===== src/rtl/gb_mem_arb_pkg.sv =====
// Shared state encodings, client ids and byte-lane helpers for the GB memory arbiter.
package gb_mem_arb_pkg;

  typedef logic [1:0] state_t;

  localparam state_t ST_IDLE = 2'd0;
  localparam state_t ST_CMD  = 2'd1;
  localparam state_t ST_WAIT = 2'd2;
  localparam state_t ST_RESP = 2'd3;

  typedef logic [1:0] client_t;

  localparam client_t CL_ROM  = 2'd0;
  localparam client_t CL_CRAM = 2'd1;
  localparam client_t CL_BK   = 2'd2;

  localparam logic [24:0] CRAM_BASE_DEF = 25'h0800000;

  // One fully-formed SDRAM command, latched when a client wins arbitration.
  typedef struct packed {
    logic [24:0] addr;
    logic [1:0]  be;
    logic [15:0] din;
    logic        we;
  } mem_cmd_t;

  function automatic logic [1:0] lane_be(input logic odd);
    return odd ? 2'b10 : 2'b01;
  endfunction

  function automatic logic [7:0] lane_byte(input logic [15:0] word, input logic odd);
    return odd ? word[15:8] : word[7:0];
  endfunction

endpackage


===== src/rtl/gb_mem_arb_prio.sv =====
// Fixed-priority pick (rom > cram > bk) with a starvation counter that promotes bk.
module gb_mem_arb_prio
  import gb_mem_arb_pkg::*;
#(
  parameter int unsigned STARVE_MAX = 8
) (
  input  logic    clk_i,
  input  logic    rst_i,
  input  logic    rom_req_i,
  input  logic    cram_req_i,
  input  logic    bk_req_i,
  input  logic    grant_i,
  output client_t win_id_o,
  output logic    win_valid_o
);

  localparam int unsigned SW = $clog2(STARVE_MAX + 1);
  localparam logic [SW-1:0] StarveMax = SW'(STARVE_MAX);

  logic [SW-1:0] starve_q, starve_d;
  logic          bk_promote;

  assign bk_promote = bk_req_i && (starve_q == StarveMax);

  always_comb begin
    win_id_o    = CL_ROM;
    win_valid_o = 1'b1;
    if (bk_promote) begin
      win_id_o = CL_BK;
    end else if (rom_req_i) begin
      win_id_o = CL_ROM;
    end else if (cram_req_i) begin
      win_id_o = CL_CRAM;
    end else if (bk_req_i) begin
      win_id_o = CL_BK;
    end else begin
      win_valid_o = 1'b0;
    end
  end

  // Only arbitration rounds that actually grant count as a loss for bk.
  always_comb begin
    starve_d = starve_q;
    if (grant_i && bk_req_i) begin
      if (win_id_o == CL_BK) begin
        starve_d = '0;
      end else if (starve_q != StarveMax) begin
        starve_d = starve_q + 1'b1;
      end
    end
  end

  always_ff @(posedge clk_i or posedge rst_i) begin
    if (rst_i) begin
      starve_q <= '0;
    end else begin
      starve_q <= starve_d;
    end
  end

endmodule


===== src/rtl/gb_mem_arbiter.sv =====
// Shares one SDRAM port between ROM fetch, cart RAM and backup clients, one
// transaction at a time, with a registered one-cycle ack per client.
module gb_mem_arbiter
  import gb_mem_arb_pkg::*;
#(
  parameter logic [24:0] CRAM_BASE  = CRAM_BASE_DEF,
  parameter int unsigned STARVE_MAX = 8,
  parameter int unsigned TIMEOUT    = 255
) (
  input  logic        clk,
  input  logic        reset,
  input  logic        rom_req,
  input  logic [22:0] rom_addr,
  output logic        rom_ack,
  output logic [7:0]  rom_q,
  input  logic        cram_req,
  input  logic        cram_we,
  input  logic [16:0] cram_addr,
  input  logic [7:0]  cram_d,
  output logic        cram_ack,
  output logic [7:0]  cram_q,
  input  logic        bk_req,
  input  logic        bk_we,
  input  logic [16:0] bk_addr,
  input  logic [15:0] bk_d,
  output logic        bk_ack,
  output logic [15:0] bk_q,
  output logic [24:0] mem_addr,
  output logic        mem_rd,
  output logic        mem_wr,
  output logic [1:0]  mem_be,
  output logic [15:0] mem_din,
  input  logic [15:0] mem_q,
  input  logic        mem_ready,
  output logic        err_tmo
);

  localparam int unsigned TW = $clog2(TIMEOUT + 1);
  localparam logic [TW-1:0] TmoLast = TW'(TIMEOUT - 1);

  state_t        state_q, state_d;
  client_t       id_q;
  client_t       win_id;
  logic          win_valid;
  logic          grant, done, tmo_hit;
  mem_cmd_t      cmd;
  logic [TW-1:0] tmo_q;
  logic [15:0]   rdata;

  gb_mem_arb_prio #(
    .STARVE_MAX(STARVE_MAX)
  ) u_prio (
    .clk_i      (clk),
    .rst_i      (reset),
    .rom_req_i  (rom_req),
    .cram_req_i (cram_req),
    .bk_req_i   (bk_req),
    .grant_i    (grant),
    .win_id_o   (win_id),
    .win_valid_o(win_valid)
  );

  assign grant   = (state_q == ST_IDLE) && win_valid;
  assign tmo_hit = (tmo_q == TmoLast);
  assign done    = (state_q == ST_WAIT) && (mem_ready || tmo_hit);
  // A forced completion returns all ones; a late mem_ready on the last cycle still wins.
  assign rdata   = mem_ready ? mem_q : 16'hFFFF;

  always_comb begin
    cmd = '0;
    case (win_id)
      CL_ROM: begin
        cmd.addr = {2'b00, rom_addr};
        cmd.be   = lane_be(rom_addr[0]);
        cmd.we   = 1'b0;
      end
      CL_CRAM: begin
        cmd.addr = CRAM_BASE + {8'b0, cram_addr};
        cmd.be   = lane_be(cram_addr[0]);
        cmd.din  = {cram_d, cram_d};
        cmd.we   = cram_we;
      end
      CL_BK: begin
        cmd.addr = CRAM_BASE + {7'b0, bk_addr, 1'b0};
        cmd.be   = 2'b11;
        cmd.din  = bk_d;
        cmd.we   = bk_we;
      end
      default: cmd = '0;
    endcase
  end

  always_comb begin
    state_d = state_q;
    case (state_q)
      ST_IDLE: if (grant) state_d = ST_CMD;
      ST_CMD:  state_d = ST_WAIT;
      ST_WAIT: if (done) state_d = ST_RESP;
      ST_RESP: state_d = ST_IDLE;
      default: state_d = ST_IDLE;
    endcase
  end

  always_ff @(posedge clk or posedge reset) begin
    if (reset) begin
      state_q  <= ST_IDLE;
      id_q     <= CL_ROM;
      tmo_q    <= '0;
      mem_addr <= '0;
      mem_rd   <= 1'b0;
      mem_wr   <= 1'b0;
      mem_be   <= '0;
      mem_din  <= '0;
      rom_ack  <= 1'b0;
      rom_q    <= '0;
      cram_ack <= 1'b0;
      cram_q   <= '0;
      bk_ack   <= 1'b0;
      bk_q     <= '0;
      err_tmo  <= 1'b0;
    end else begin
      state_q <= state_d;
      // Strobes are set on the grant edge so they are high only during CMD.
      mem_rd  <= grant && !cmd.we;
      mem_wr  <= grant && cmd.we;
      if (grant) begin
        id_q     <= win_id;
        mem_addr <= cmd.addr;
        mem_be   <= cmd.be;
        mem_din  <= cmd.din;
      end
      tmo_q    <= ((state_q == ST_WAIT) && !done) ? tmo_q + 1'b1 : '0;
      rom_ack  <= done && (id_q == CL_ROM);
      cram_ack <= done && (id_q == CL_CRAM);
      bk_ack   <= done && (id_q == CL_BK);
      if (done) begin
        case (id_q)
          CL_ROM:  rom_q  <= lane_byte(rdata, mem_addr[0]);
          CL_CRAM: cram_q <= lane_byte(rdata, mem_addr[0]);
          CL_BK:   bk_q   <= rdata;
          default: ;
        endcase
        if (!mem_ready) err_tmo <= 1'b1;
      end
    end
  end

endmodule


===== config.mk =====
export PLATFORM = sky130hd
export DESIGN_NAME = gb_mem_arbiter
export DESIGN_NICKNAME = d
export VERILOG_FILES = /design/src/rtl/gb_mem_arb_pkg.sv /design/src/rtl/gb_mem_arb_prio.sv /design/src/rtl/gb_mem_arbiter.sv
export SDC_FILE = /design/constraint.sdc
export NUM_CORES = 1
export LEC_CHECK = 0
export ABC_AREA = 1
export CORE_MARGIN = 5
export CORE_UTILIZATION = 26
export DETAILED_ROUTE_END_ITERATION = 8
export MAX_ROUTING_LAYER = met4
export PLACE_DENSITY = 0.48
export SLEW_MARGIN = 20
export SYNTH_ARGS = -nofsm -noshare
export SYNTH_HDL_FRONTEND = slang
export SYNTH_SLANG_ARGS = --single-unit

===== constraint.sdc =====
create_clock -name clk -period 9.01 [get_ports clk]
set_clock_uncertainty 0.2 [all_clocks]
set_input_delay 1.3515 -clock clk [delete_from_list [all_inputs] [get_ports clk]]
set_output_delay 1.3515 -clock clk [all_outputs]
set_load 0.01 [all_outputs]

# Word-level counts from Yosys, hierarchy flattened
# Cells that the tools add are included.
[totals] out_inout_bits=81 elab_cells=77 reg_bits=97 in_bits=105
[op_classes] muxes=21 bitwise_logic=1 n_addsub=4 n_reduce_logical=23 eq_ne=12
[op_table] operator="one-hot mux 27 bit (3 select lines)" count=1
[op_table] operator="one-hot mux 16 bit (2 select lines)" count=1
[op_table] operator="adder 24 x 17 -> 25 bit, first input constant" count=1
[op_table] operator="adder 24 x 18 -> 25 bit, first input constant" count=1
[op_table] operator="two-way mux 16 bit" count=1
[op_table] operator="two-way mux 2 bit" count=8
[op_table] operator="two-way mux 8 bit" count=2
[op_table] operator="AND reduction 2 bit" count=6
[op_table] operator="logical AND 1 bit" count=10
[op_table] operator="adder 8 x 1 -> 8 bit, second input constant" count=1
[op_table] operator="equality test 2 bit, second input constant" count=4
[op_table] operator="equality test 8 bit, second input constant" count=1
[op_table] operator="two-way mux 4 bit" count=2
[op_table] operator="one-hot mux 2 bit (4 select lines)" count=1
[op_table] operator="equality test 2 x 1 -> 1 bit, second input constant" count=3
[op_table] operator="zero test 2 bit" count=3
[op_table] operator="adder 4 x 1 -> 4 bit, second input constant" count=1
[op_table] operator="equality test 4 bit, second input constant" count=1
[op_table] operator="two-way mux 1 bit" count=4
[op_table] operator="!= test 2 bit, second input constant" count=2
[op_table] operator="!= test 4 bit, second input constant" count=1
[op_table] operator="zero test 1 bit" count=2
[op_table] operator="one-hot mux 1 bit (2 select lines)" count=1
[op_table] operator="nonzero test 2 bit" count=1
[op_table] operator="2 further kinds" count=2

# Longest topological paths before layout
# Gate-level depths: netlist of the first run.
[logic_depth] ltp_word=8 depth_mapped=15 ltp_nobuf=12

# By module
# Synthesis of the first run repeated with hierarchy kept, for this count alone.
[hier_totals] hier_cells=579 hier_area_um2=4745.8
[by_module_without_submodules] mod="gb_mem_arbiter" n_inst=1 area_per_inst_um2=4475.5 cells_each=537 seq_area_each_um2=2302.2
[by_module_without_submodules] mod="gb_mem_arb_prio" n_inst=1 area_per_inst_um2=270.3 cells_each=42 seq_area_each_um2=100.1

# Least setup slack after synthesis of the first run
# OpenSTA, ideal clock, no wires.
[synth_path] kind="in2reg" start="input cram_req" end="register mem_din[8]" required_ps=8677 setup_time_ps=133 path_stages=12 path_slack_ps=6026 path_buffers=3 arrival_ps=2650 cell_sequence="inv_1 > nand3_1 > nand2_1 > buf_4 > inv_1 > ha_1 > buf_4 > inv_1 > clkbuf_2 > o21ai_0 > nand2_1 > o21ai_0"
[synth_via] elab_chain_len=5 word_cells_on_any_way=10 cone_classes="eq/ne: 2; mux: 7; reduce/logical: 1"
[synth_lines] element="start: declaration" line_no="gb_mem_arbiter.sv:16" text="input logic cram_req,"
[synth_lines] element="two-way mux 2 bit (*)" line_no="gb_mem_arb_prio.sv:32" text="end else if (cram_req_i) begin"
[synth_lines] element="two-way mux 2 bit (*)" line_no="gb_mem_arb_prio.sv:30" text="end else if (rom_req_i) begin"
[synth_lines] element="two-way mux 2 bit (*)" line_no="gb_mem_arb_prio.sv:28" text="if (bk_promote) begin"
[synth_lines] element="via u_prio.win_id_o[1]" line_no="gb_mem_arb_prio.sv:13" text="output client_t win_id_o,"
[synth_lines] element="equality test 2 bit / equality test 2 x 1 -> 1 bit (equally long branches)" line_no="gb_mem_arbiter.sv:71" text="case (win_id)"
[synth_lines] element="one-hot mux 16 bit (2 select lines) (*)" line_no="gb_mem_arbiter.sv:71"
[synth_lines] element="end signal: assignment" line_no="gb_mem_arbiter.sv:130" text="mem_din <= cmd.din;"
[synth_lines] element="end: declaration" line_no="gb_mem_arbiter.sv:32" text="output logic [15:0] mem_din,"
# The timed path passes the listed nets; every way through them passes the cells marked *.
# A chain may end at the register's enable or synchronous reset.

# Final worst setup path of the first run
[layout_path] start="input cram_req" end="register mem_be[0]"
[layout_via] elab_chain_len=5 word_cells_on_any_way=11 cone_classes="eq/ne: 2; mux: 7; reduce/logical: 2"
[layout_lines] element="two-way mux 2 bit" line_no="gb_mem_arb_prio.sv:32"
[layout_lines] element="two-way mux 2 bit" line_no="gb_mem_arb_prio.sv:30"
[layout_lines] element="two-way mux 2 bit" line_no="gb_mem_arb_prio.sv:28"
[layout_lines] element="equality test 2 bit (tied with other cells)" line_no="gb_mem_arbiter.sv:71"
[layout_lines] element="one-hot mux 27 bit (3 select lines)" line_no="gb_mem_arbiter.sv:71"
[layout_lines] element="end signal: assignment" line_no="gb_mem_arbiter.sv:129" text="mem_be <= cmd.be;"
[layout_lines] element="end: declaration" line_no="gb_mem_arbiter.sv:31" text="output logic [1:0] mem_be,"
# Several ways; a longest one is shown, not always the timed one.

==> impl_metrics.py, run 1 <==
metrics = {
    "power": {
        "power_density_mw_per_mm2": 273.3,
        "power.total_mw": 2.012,
        "peakVddDrop_mv": 0.1011,
        "p_leak_nw": 3.518,
    },
    "detailed_routing": {
        "wl_per_cell_um": 14.11,
        "post-route-drc-count": 0,
        "firstDrtPassIters": 5,
        "via_per_inst": 4.156,
        "wl_um": 15720,
        "drtIter0Drc": 200,
        "dr_total_vias": 4630,
        "drt.antenna.violating_nets": 0,
    },
    "timing": {
        "setup_slack_ps": 4696,
        "setup-violations-final": 0,
        "timing.slew.headroom_pct": 36.86,
        "final.min_clock_period_ps": 4314,
        "fin_crit_sh_pct": 47.88,
        "setup_tns_ps": 0,
        "worst_pin_slew_ps": 944.5,
        "slew_viol_final": 0,
        "rsz0062_at_grt": "false",
        "finalHoldViolCount": 0,
        "clock.fmax_mhz": 231.8,
    },
    "yosys": {
        "syn_inst": 681,
        "yosysTopAreaCellShare_pct": 47.75,
        "netlist_area_mm2": 0.005031,
        "synthFlopType": "dfrtp_1",
        "ys_top_cells_by_count": "233 x nand2_1, 102 x nor2_1, 96 x dfrtp_1",
        "ys_seq_elements": 96,
        "synth-simple-area-share_pct": 33.55,
        "synth_top_area_cell": "dfrtp_1",
        "synth_fp_nets": 794,
        "synth_xor_area_share_pct": 0.5223,
        "synth_most_common_cell": "nand2_1",
        "async_flop_share_pct": 100.0,
        "synth_compound_area_share_pct": 5.844,
        "syn_area_per_cell_um2": 7.388,
        "synth_area_leaders": "dfrtp_1 48%, nand2_1 17%, nor2_1 7.6%",
        "ys_types": 32,
        "synth_top_family_by_area": "simple AND/OR/NAND/NOR gates",
        "synth.area.mux_share_pct": 0,
        "synth_edf_count": 0,
        "synth_fa_ha_area_share_pct": 1.990,
        "yosysWarnings": 0,
        "yosysSeqAreaShare_pct": 47.75,
    },
    "setup_path": {
        "cp_common_cell": "inv_1",
        "cp_top_family": "buffers and inverters",
        "crit_path_max_incr_delay_ps": 650,
        "crit_path_cell_trace": "clkdlybuf4s50_1 > inv_1 > nand3_1 > nand2_1 > inv_1 > ha_1 > inv_1 > nor2_1 > nor2_1 > o21ai_0 > o21bai_1",
        "critPathKind": "primary input to flip-flop",
        "worstSetupEndpointType": "flip-flop",
        "critical_path_arrival_ps": 4380,
        "worst_ep_required_time_ps": 9080,
        "crit_fanout": 21,
        "cp_num_buf_inv": 4,
        "startpoint_type": "primary input",
        "cp_slowest_cell": "ha_1",
    },
    "die": {
        "die_h_um": 149.1,
        "die_w_um": 149.1,
        "ioPinCount": 186,
        "core_area_mm2": 0.01889,
        "start_util_pct": 26.63,
        "row_count": 50,
        "die_area_mm2": 0.02223,
    },
    "grt": {
        "grt_pass1_wl_um": 24990,
        "grt_pass1_vias": 4584,
        "grt_overflow": 0,
        "grt_usage_pct": 14.67,
        "grt_max_degree": 66,
        "antenna_found_initial": 2,
    },
    "clock_network": {
        "clockBufferDepth": 2,
        "h-tree-depth": 3,
        "cts_setup_buffers": 0,
        "insertion_delay_ps": 340,
        "clk_pin_slew_ps": 70,
        "cts_tree": "yes",
        "clock_sink_count": 96,
        "ctsHoldBuffers": 0,
        "clock_tree.root_cell": "clkbuf_16",
        "post_cts_resized": 0,
        "cts_made_buffers": 9,
    },
    "layout": {
        "multi_input_area_mm2": 0.002112,
        "layout.cells.non_filler": 1114,
        "syn2layout_area_growth_pct": 46.28,
        "fillerInstances": 2040,
        "drive_gt1_share_pct": 4.343,
        "finalNetCount": 960,
        "seqCellArea_mm2": 0.002402,
        "utilization_pct": 38.95,
    },
    "placement": {
        "gp_congestion": 0.8455,
        "dp_cells": 1096,
        "dp_hpwl_um": 11560,
        "preCtsSetupSlack_ps": 4326,
        "numPortBuffers": 184,
    },
    "flow_run": {
        "drv_cap": 0,
    },
    "status": {
        "outcome": "finished, final reports clean",
    },
    "hold_path": {
        "hp-class": "flip-flop to flip-flop",
    },
}
==> state kept, by name (all words and copies together), names as in the netlist <==
register / flops
mem_be: 2
tmo_q: 8
mem_wr: 1
rom_q: 8
u_prio.starve_q: 4
err_tmo: 1
cram_q: 8
bk_ack: 1
cram_ack: 1
id_q: 2
state_q: 2
mem_addr: 24
rom_ack: 1
mem_rd: 1
mem_din: 16
bk_q: 16
==> final cells by class <==
| cell class | count | share of cell area, % |
|---|---|---|
| Sequential cell | 96 | 32.64 |
| Multi-Input combinational cell | 467 | 28.70 |
| Timing Repair Buffer | 186 | 25.23 |
| Inverter | 87 | 4.471 |
| Tap cell | 260 | 4.420 |
| Clock buffer | 9 | 3.060 |
| Clock inverter | 7 | 1.411 |
| Antenna cell | 2 | 0.06800 |
==> cell families (layout without fill, tap and decap cells) <==
kind of cell	count (synthesis)	in the layout
and+or+nand+nor	398	398
buffers and inverters	118	289
DFF	96	96
AOI/OAI and AO/OA	57	57
adders and majority gates	8	8
xor gates and xnor gates	3	3
other	1	3
==> tightest hold or removal path: stages, from the launching register on <==
cell and delay [ps]:
dfrtp_1 340, nand2_1 50, nand2_1 50
==> per-layer routing <==
layer  vias to the layer above  GRT usage, %  wire length (µm)
met5                         -             -                 0
met4                         0         4.073               198
met3                        12         5.804              1688
met2                       162         19.85              6265
met1                      2021         20.27              7571
li1                       2435             -                 -
==> cell usage in the layout, fill, tap and decap left out <==
cell type and n:
ha_1 8, nor2_4 2, clkinvlp_4 2, nor2_2 3
inv_4 1, inv_2 2, nand3_1 10, nand2_4 2
nor3_1 2, a21oi_2 1, clkbuf_16 9, a21oi_1 3
clkinv_4 1, nand4_2 1, nor2_1 102, clkinv_1 1
o21bai_1 2, nand2_1 233, clkdlybuf4s50_1 184, o21ai_0 49
dfrtp_1 96, diode_2 2, xnor2_1 1, inv_1 83
nand3_2 3, bufinv_16 2, inv_8 1, nand3_4 1
xor2_1 2, buf_4 2, conb_1 1, nand4_1 34
nor3b_1 2, o21ai_1 2, inv_6 1, nand2_2 3
==> through the flow <==
stage	hold WS, ps	area (µm²)
2_1_floorplan	253.8	5031
3_3_place_gp	255.3	7025
3_5_place_dp	262.0	7025
4_1_cts	279.4	7355
5_1_grt	301.1	7360
6_report	273.1	7360
==> power by group <==
group	leakage, nW	switching, mW	internal [mW]
registers	1.21	0.105	0.593
logic	2.15	0.471	0.418
clock network	0.154	0.178	0.247
total	3.52	0.754	1.26
==> worst paths after layout <==
kind / start / end / slack, ps / cells past startpoint
worst min-delay path: cram_q[1] / cram_q[1] / 270 / 2
worst max register to register: u_prio.starve_q[0] / mem_be[0] / 5580 / 11
max in group asynchronous: reset / bk_q[9] / 6220 / 3
worst max-delay path: cram_req / mem_be[0] / 4700 / 11
worst min register to register: cram_q[1] / cram_q[1] / 270 / 2
min in group asynchronous: reset / mem_din[5] / 1170 / 2
Power figures use the tool's default switching activity.
==> inputs of run 2 (changes only) <==
==> constraint.sdc (replaced) <==
create_clock -name clk -period 4.2 [get_ports clk]
set_clock_uncertainty 0.2 [all_clocks]
set_input_delay 0.63 -clock clk [delete_from_list [all_inputs] [get_ports clk]]
set_output_delay 0.63 -clock clk [all_outputs]
set_load 0.01 [all_outputs]
==> impl_metrics.py, run 2 (synthesis gave the netlist of run 1 again) <==
metrics = {
    "clock_network": {
        "post_cts_resized": 0,
        "h-tree-depth": 3,
        "ctsHoldBuffers": 0,
        "clockBufferDepth": 2,
        "cts_made_buffers": 9,
        "insertion_delay_ps": 350,
        "clk_pin_slew_ps": 70,
        "cts_setup_buffers": 0,
        "cts_tree": "yes",
        "clock_tree.root_cell": "clkbuf_16",
        "clock_sink_count": 96,
    },
    "layout": {
        "largest_reg_flops": 24,
        "fillerInstances": 2009,
        "final_area_mm2": 0.007377,
        "final_common_cell": "nand2_1",
        "layout.cells.non_filler": 1117,
        "final_cell_mix": "233 x nand2_1, 184 x clkdlybuf4s50_1, 102 x nor2_1",
        "largest_register": "mem_addr",
        "top_regs": "mem_addr x24, bk_q x16, mem_din x16",
        "drive_gt1_share_pct": 4.790,
        "finalNetCount": 964,
        "syn2layout_area_growth_pct": 46.63,
        "utilization_pct": 39.05,
    },
    "placement": {
        "gp_congestion": 0.8462,
        "numPortBuffers": 184,
        "placed_cell_area_mm2": 0.007056,
        "dp_hpwl_um": 11740,
        "dp_cells": 1100,
    },
    "setup_path": {
        "worstSetupEndpointType": "flip-flop",
        "crit_path_cell_trace": "clkdlybuf4s50_1 > inv_1 > nand3_1 > nand2_1 > buf_4 > inv_1 > ha_1 > inv_1 > o21ai_0 > nand2_1 > o21ai_0",
        "critPathKind": "primary input to flip-flop",
        "r2r-end": "mem_din[3]",
        "crit_path_max_incr_delay_ps": 610,
        "r2r_cells": 11,
        "worst_ep_required_time_ps": 4260,
        "r2r-start": "u_prio.starve_q[0]",
        "startpoint_type": "primary input",
        "reg2reg_slack_ps": 1170,
        "critical_path_arrival_ps": 3220,
        "crit_path_end": "mem_din[3]",
        "cp_slowest_cell": "ha_1",
        "setup.worst_path.start": "cram_req",
        "crit_fanout": 21,
        "cp_common_cell": "inv_1",
    },
    "die": {
        "row_count": 50,
        "die_w_um": 149.1,
        "die_h_um": 149.1,
        "die_area_mm2": 0.02223,
        "ioPinCount": 186,
        "core_area_mm2": 0.01889,
        "start_util_pct": 26.63,
    },
    "timing": {
        "fin_crit_sh_pct": 75.22,
        "slew_viol_final": 0,
        "finalHoldViolCount": 0,
        "clock.fmax_mhz": 316.5,
        "setup-violations-final": 0,
        "worst_pin_slew_ps": 1067,
        "timing.slew.headroom_pct": 28.86,
        "final.min_clock_period_ps": 3159,
        "rsz0062_at_grt": "false",
        "setup_tns_ps": 0,
    },
    "grt": {
        "grt_max_degree": 63,
        "grt_usage_pct": 14.54,
        "grt_pass1_vias": 4594,
        "grt_pass1_wl_um": 24790,
        "grt_overflow": 0,
        "antenna_found_initial": 1,
    },
    "detailed_routing": {
        "firstDrtPassIters": 4,
        "dr_total_vias": 4679,
        "wl_um": 15750,
        "post-route-drc-count": 0,
        "via_per_inst": 4.189,
        "drt.antenna.violating_nets": 0,
        "wl_per_cell_um": 14.10,
        "drtIter0Drc": 199,
    },
    "power": {
        "power_density_mw_per_mm2": 584.2,
        "peakVddDrop_mv": 0.2273,
        "power.total_mw": 4.310,
        "p_leak_nw": 3.535,
    },
    "flow_run": {
        "drv_cap": 0,
    },
    "hold_path": {
        "hold_depth": 2,
        "worst_hold_startpoint": "rom_q[5]",
        "hp-class": "flip-flop to flip-flop",
    },
    "status": {
        "outcome": "finished, final reports clean",
    },
}
[run 2: cell count changes in the layout (fill, tap and decap cells not counted)]
cell      delta
clkinv_2     +2
inv_8        -1
buf_4        +4
diode_2      -1
clkinv_4     -1
[run 2: final cells by class]
class                   instances  area, µm²  area share (%)
well taps                     260      325.3           4.410
clock buffers                   9      225.2           3.053
inverters                      87      329.1           4.461
flip-flops and latches         96       2402           32.56
repair buffers                190       1887           25.58
multi-input cells             467       2112           28.63
diodes                          1      2.502         0.03392
clock inverters                 7      93.84           1.272
[run 2: where the power goes]
part	internal [mW]	switching (mW)
sequential	1.27	0.228
clock	0.522	0.374
combinational	0.905	1.01
[run 2: metal layers]
metal  GRT usage (%)  part of all wire (%)  routed length (µm)
met1           19.26                    48                7488
met2           20.57                    41                6389
met3           6.320                    11                1749
met4           3.295                  0.78                 123
met5               -                     0                   0
[run 2: worst min path at each step]
stage          endpoint  slack (ps)
6_report       rom_q[5]         270
5_1_grt         bk_q[6]         300
4_1_cts         bk_q[6]         280
3_5_place_dp    bk_q[6]         260
3_3_place_gp    bk_q[6]         250
2_1_floorplan  tmo_q[0]         250
[run 2: per-stage QoR]
| step | worst slack (ps) | hold WS [ps] |
|---|---|---|
| after floorplan | 864.6 | 253.8 |
| after global placement | 676.6 | 254.2 |
| after detailed placement | 564.9 | 260.4 |
| after CTS | 964.8 | 277.4 |
| after global routing | 616.3 | 304.6 |
| final | 1041 | 271.9 |
[run 2: critical path: cells and delay by family]
kind,cells,cell delay (ps)
buffers and inverters,5,1300
adder cells (fa/ha/maj),1,610
AO/OA/AOI/OAI,2,440
AND/OR/NAND/NOR,3,230
==> inputs of run 3 (changes only) <==
--- a/config.mk
+++ b/config.mk
@@ -10,7 +10,7 @@
 export CORE_UTILIZATION = 26
 export DETAILED_ROUTE_END_ITERATION = 8
 export MAX_ROUTING_LAYER = met4
-export PLACE_DENSITY = 0.48
+export PLACE_DENSITY = 0.5
 export SLEW_MARGIN = 20
 export SYNTH_ARGS = -nofsm -noshare
 export SYNTH_HDL_FRONTEND = slang
==> constraint.sdc (replaced) <==
create_clock -name clk -period 2.6 [get_ports clk]
set_clock_uncertainty 0.2 [all_clocks]
set_input_delay 0.39 -clock clk [delete_from_list [all_inputs] [get_ports clk]]
set_output_delay 0.39 -clock clk [all_outputs]
set_load 0.01 [all_outputs]
==> impl_metrics.py, run 3 (synthesis gave the netlist of run 1 again) <==
metrics = {
    "status": {
        "outcome": "finished, final reports clean",
    },
    "grt": {
        "grt_pass1_vias": 4766,
        "grt_pass1_wl_um": 25380,
        "antenna_found_initial": 0,
        "grt_max_degree": 39,
        "grt_overflow": 0,
        "grt_usage_pct": 14.83,
    },
    "detailed_routing": {
        "drtIter0Drc": 167,
        "post-route-drc-count": 0,
        "firstDrtPassIters": 4,
        "wl_um": 15940,
        "wl_per_cell_um": 14.11,
        "dr_total_vias": 4798,
        "via_per_inst": 4.250,
        "drt.antenna.violating_nets": 0,
    },
    "clock_network": {
        "ctsHoldBuffers": 0,
        "clk_pin_slew_ps": 70,
        "post_cts_resized": 0,
        "clock_tree.root_cell": "clkbuf_16",
        "cts_setup_buffers": 0,
        "cts_made_buffers": 9,
        "insertion_delay_ps": 360,
        "clock_sink_count": 96,
        "cts_tree": "yes",
        "h-tree-depth": 3,
        "clockBufferDepth": 2,
    },
    "layout": {
        "finalNetCount": 977,
        "final_common_cell": "nand2_1",
        "top_regs": "mem_addr x24, bk_q x16, mem_din x16",
        "final_cell_mix": "233 x nand2_1, 184 x clkdlybuf4s50_1, 102 x nor2_1",
        "largest_register": "mem_addr",
        "layout.cells.non_filler": 1129,
        "drive_gt1_share_pct": 6.214,
        "n_antenna_cell": 0,
        "final_area_mm2": 0.007516,
        "largest_reg_flops": 24,
        "syn2layout_area_growth_pct": 49.39,
    },
    "timing": {
        "fin_crit_sh_pct": 85.05,
        "finalHoldViolCount": 0,
        "final.min_clock_period_ps": 2211,
        "slew_viol_final": 0,
        "worst_pin_slew_ps": 577.0,
        "timing.slew.headroom_pct": 61.54,
        "rsz0062_at_grt": "false",
        "setup-violations-final": 0,
        "clock.fmax_mhz": 452.2,
        "setup_tns_ps": 0,
        "setup_slack_ps": 388.7,
    },
    "placement": {
        "numPortBuffers": 184,
        "preCtsSetupSlack_ps": 65.84,
        "dp_cells": 1113,
        "placed_cell_area_mm2": 0.007217,
        "dp_hpwl_um": 12020,
        "gp_congestion": 0.8331,
    },
    "power": {
        "switching_share_pct": 38.53,
        "power_density_mw_per_mm2": 927.7,
        "peakVddDrop_mv": 0.3226,
        "internal_power_mw": 4.286,
        "p_leak_nw": 3.610,
        "power.total_mw": 6.972,
        "p_clk_share_pct": 19.4,
        "netSwitchingPower_mw": 2.687,
        "p_seq_share_pct": 34.4,
        "p_comb_share_pct": 46.2,
    },
    "setup_path": {
        "critPathKind": "flip-flop to flip-flop",
        "cp_common_cell": "inv_1",
        "worstSetupEndpointType": "flip-flop",
        "worst_ep_required_time_ps": 2650,
        "startpoint_type": "flip-flop",
        "critical_path_arrival_ps": 2260,
        "crit_fanout": 7,
        "cp_slowest_cell": "dfrtp_1",
        "crit_path_max_incr_delay_ps": 400,
        "crit_path_cell_trace": "inv_1 > ha_1 > nand4_2 > nand3_1 > buf_4 > ha_1 > inv_1 > nand4_1 > nand3_1 > inv_1 > nand2_1 > nand2_1",
        "cp_top_family": "simple AND/OR/NAND/NOR gates",
        "cp_num_buf_inv": 4,
    },
    "die": {
        "die_h_um": 149.1,
        "die_w_um": 149.1,
        "row_count": 50,
        "die_area_mm2": 0.02223,
        "ioPinCount": 186,
        "start_util_pct": 26.63,
        "core_area_mm2": 0.01889,
    },
    "flow_run": {
        "drv_cap": 0,
    },
    "hold_path": {
        "hp-class": "primary input to asynchronous set/reset pin",
    },
}
==> run 3: changes by cell type in the layout (fill, tap and decap cells not counted) <==
cell	change
buf_4	+8
bufinv_16	-2
inv_4	-1
buf_12	+5
inv_6	+1
clkinv_4	+2
clkinv_2	-2
inv_8	+2
diode_2	-1
clkinv_8	+1
clkinvlp_4	-1
==> run 3: final timing paths <==
check / start / to / slack [ps] / cells after the start
setup reg to reg: u_prio.starve_q[0] / u_prio.starve_q[2] / 390 / 12
max in group asynchronous: reset / mem_addr[18] / 1640 / 3
setup / recovery: u_prio.starve_q[0] / u_prio.starve_q[2] / 390 / 12
min in group clk: cram_q[4] / cram_q[4] / 270 / 2
hold / removal: reset / tmo_q[1] / 120 / 2
hold reg to reg: cram_q[4] / cram_q[4] / 270 / 2
==> run 3: layout make-up <==
| cell class | instances | area (µm²) |
|---|---|---|
| multi-input cells | 467 | 2112 |
| flip-flops and latches | 96 | 2402 |
| fillers | 2052 | 11380 |
| repair buffers | 203 | 2047 |
| clock buffers | 9 | 225.2 |
| inverters | 87 | 330.3 |
| well taps | 260 | 325.3 |
| clock inverters | 7 | 73.82 |
==> run 3: power groups by stage <==
stage	Clock, mW	Sequential, mW	Combinational [mW]
floorplan	0	2.62	1.38
global placement	0	2.42	3.28
detailed placement	0	2.42	3.28
CTS	1.41	2.40	3.29
global route	1.45	2.48	3.58
finish	1.35	2.40	3.22
==> run 3: worst reg2reg max path, cell delays in order, from the launching register on <==
cell	delay (ps)
dfrtp_1	400
inv_1	70
ha_1	230
nand4_2	130
nand3_1	100
buf_4	150
ha_1	260
inv_1	120
nand4_1	80
nand3_1	200
inv_1	90
nand2_1	60
nand2_1	50
==> run 3: per-stage QoR <==
step | util [%] | hold WS (ps)
2_1_floorplan | - | 253.8
3_3_place_gp | 38.20 | 255.9
3_5_place_dp | 38.20 | 259.0
4_1_cts | 39.78 | 109.0
5_1_grt | 39.78 | 125.2
6_report | 39.78 | 115.6
==> run 3: metal layers <==
layer  GRT usage [%]  share of wire (%)  up-vias
met3           5.864                9.8       12
met2           21.66                 43      167
met1           19.52                 46     2155
li1                -                  -     2464
met5               -                  0        -
met4           3.158               0.84        0
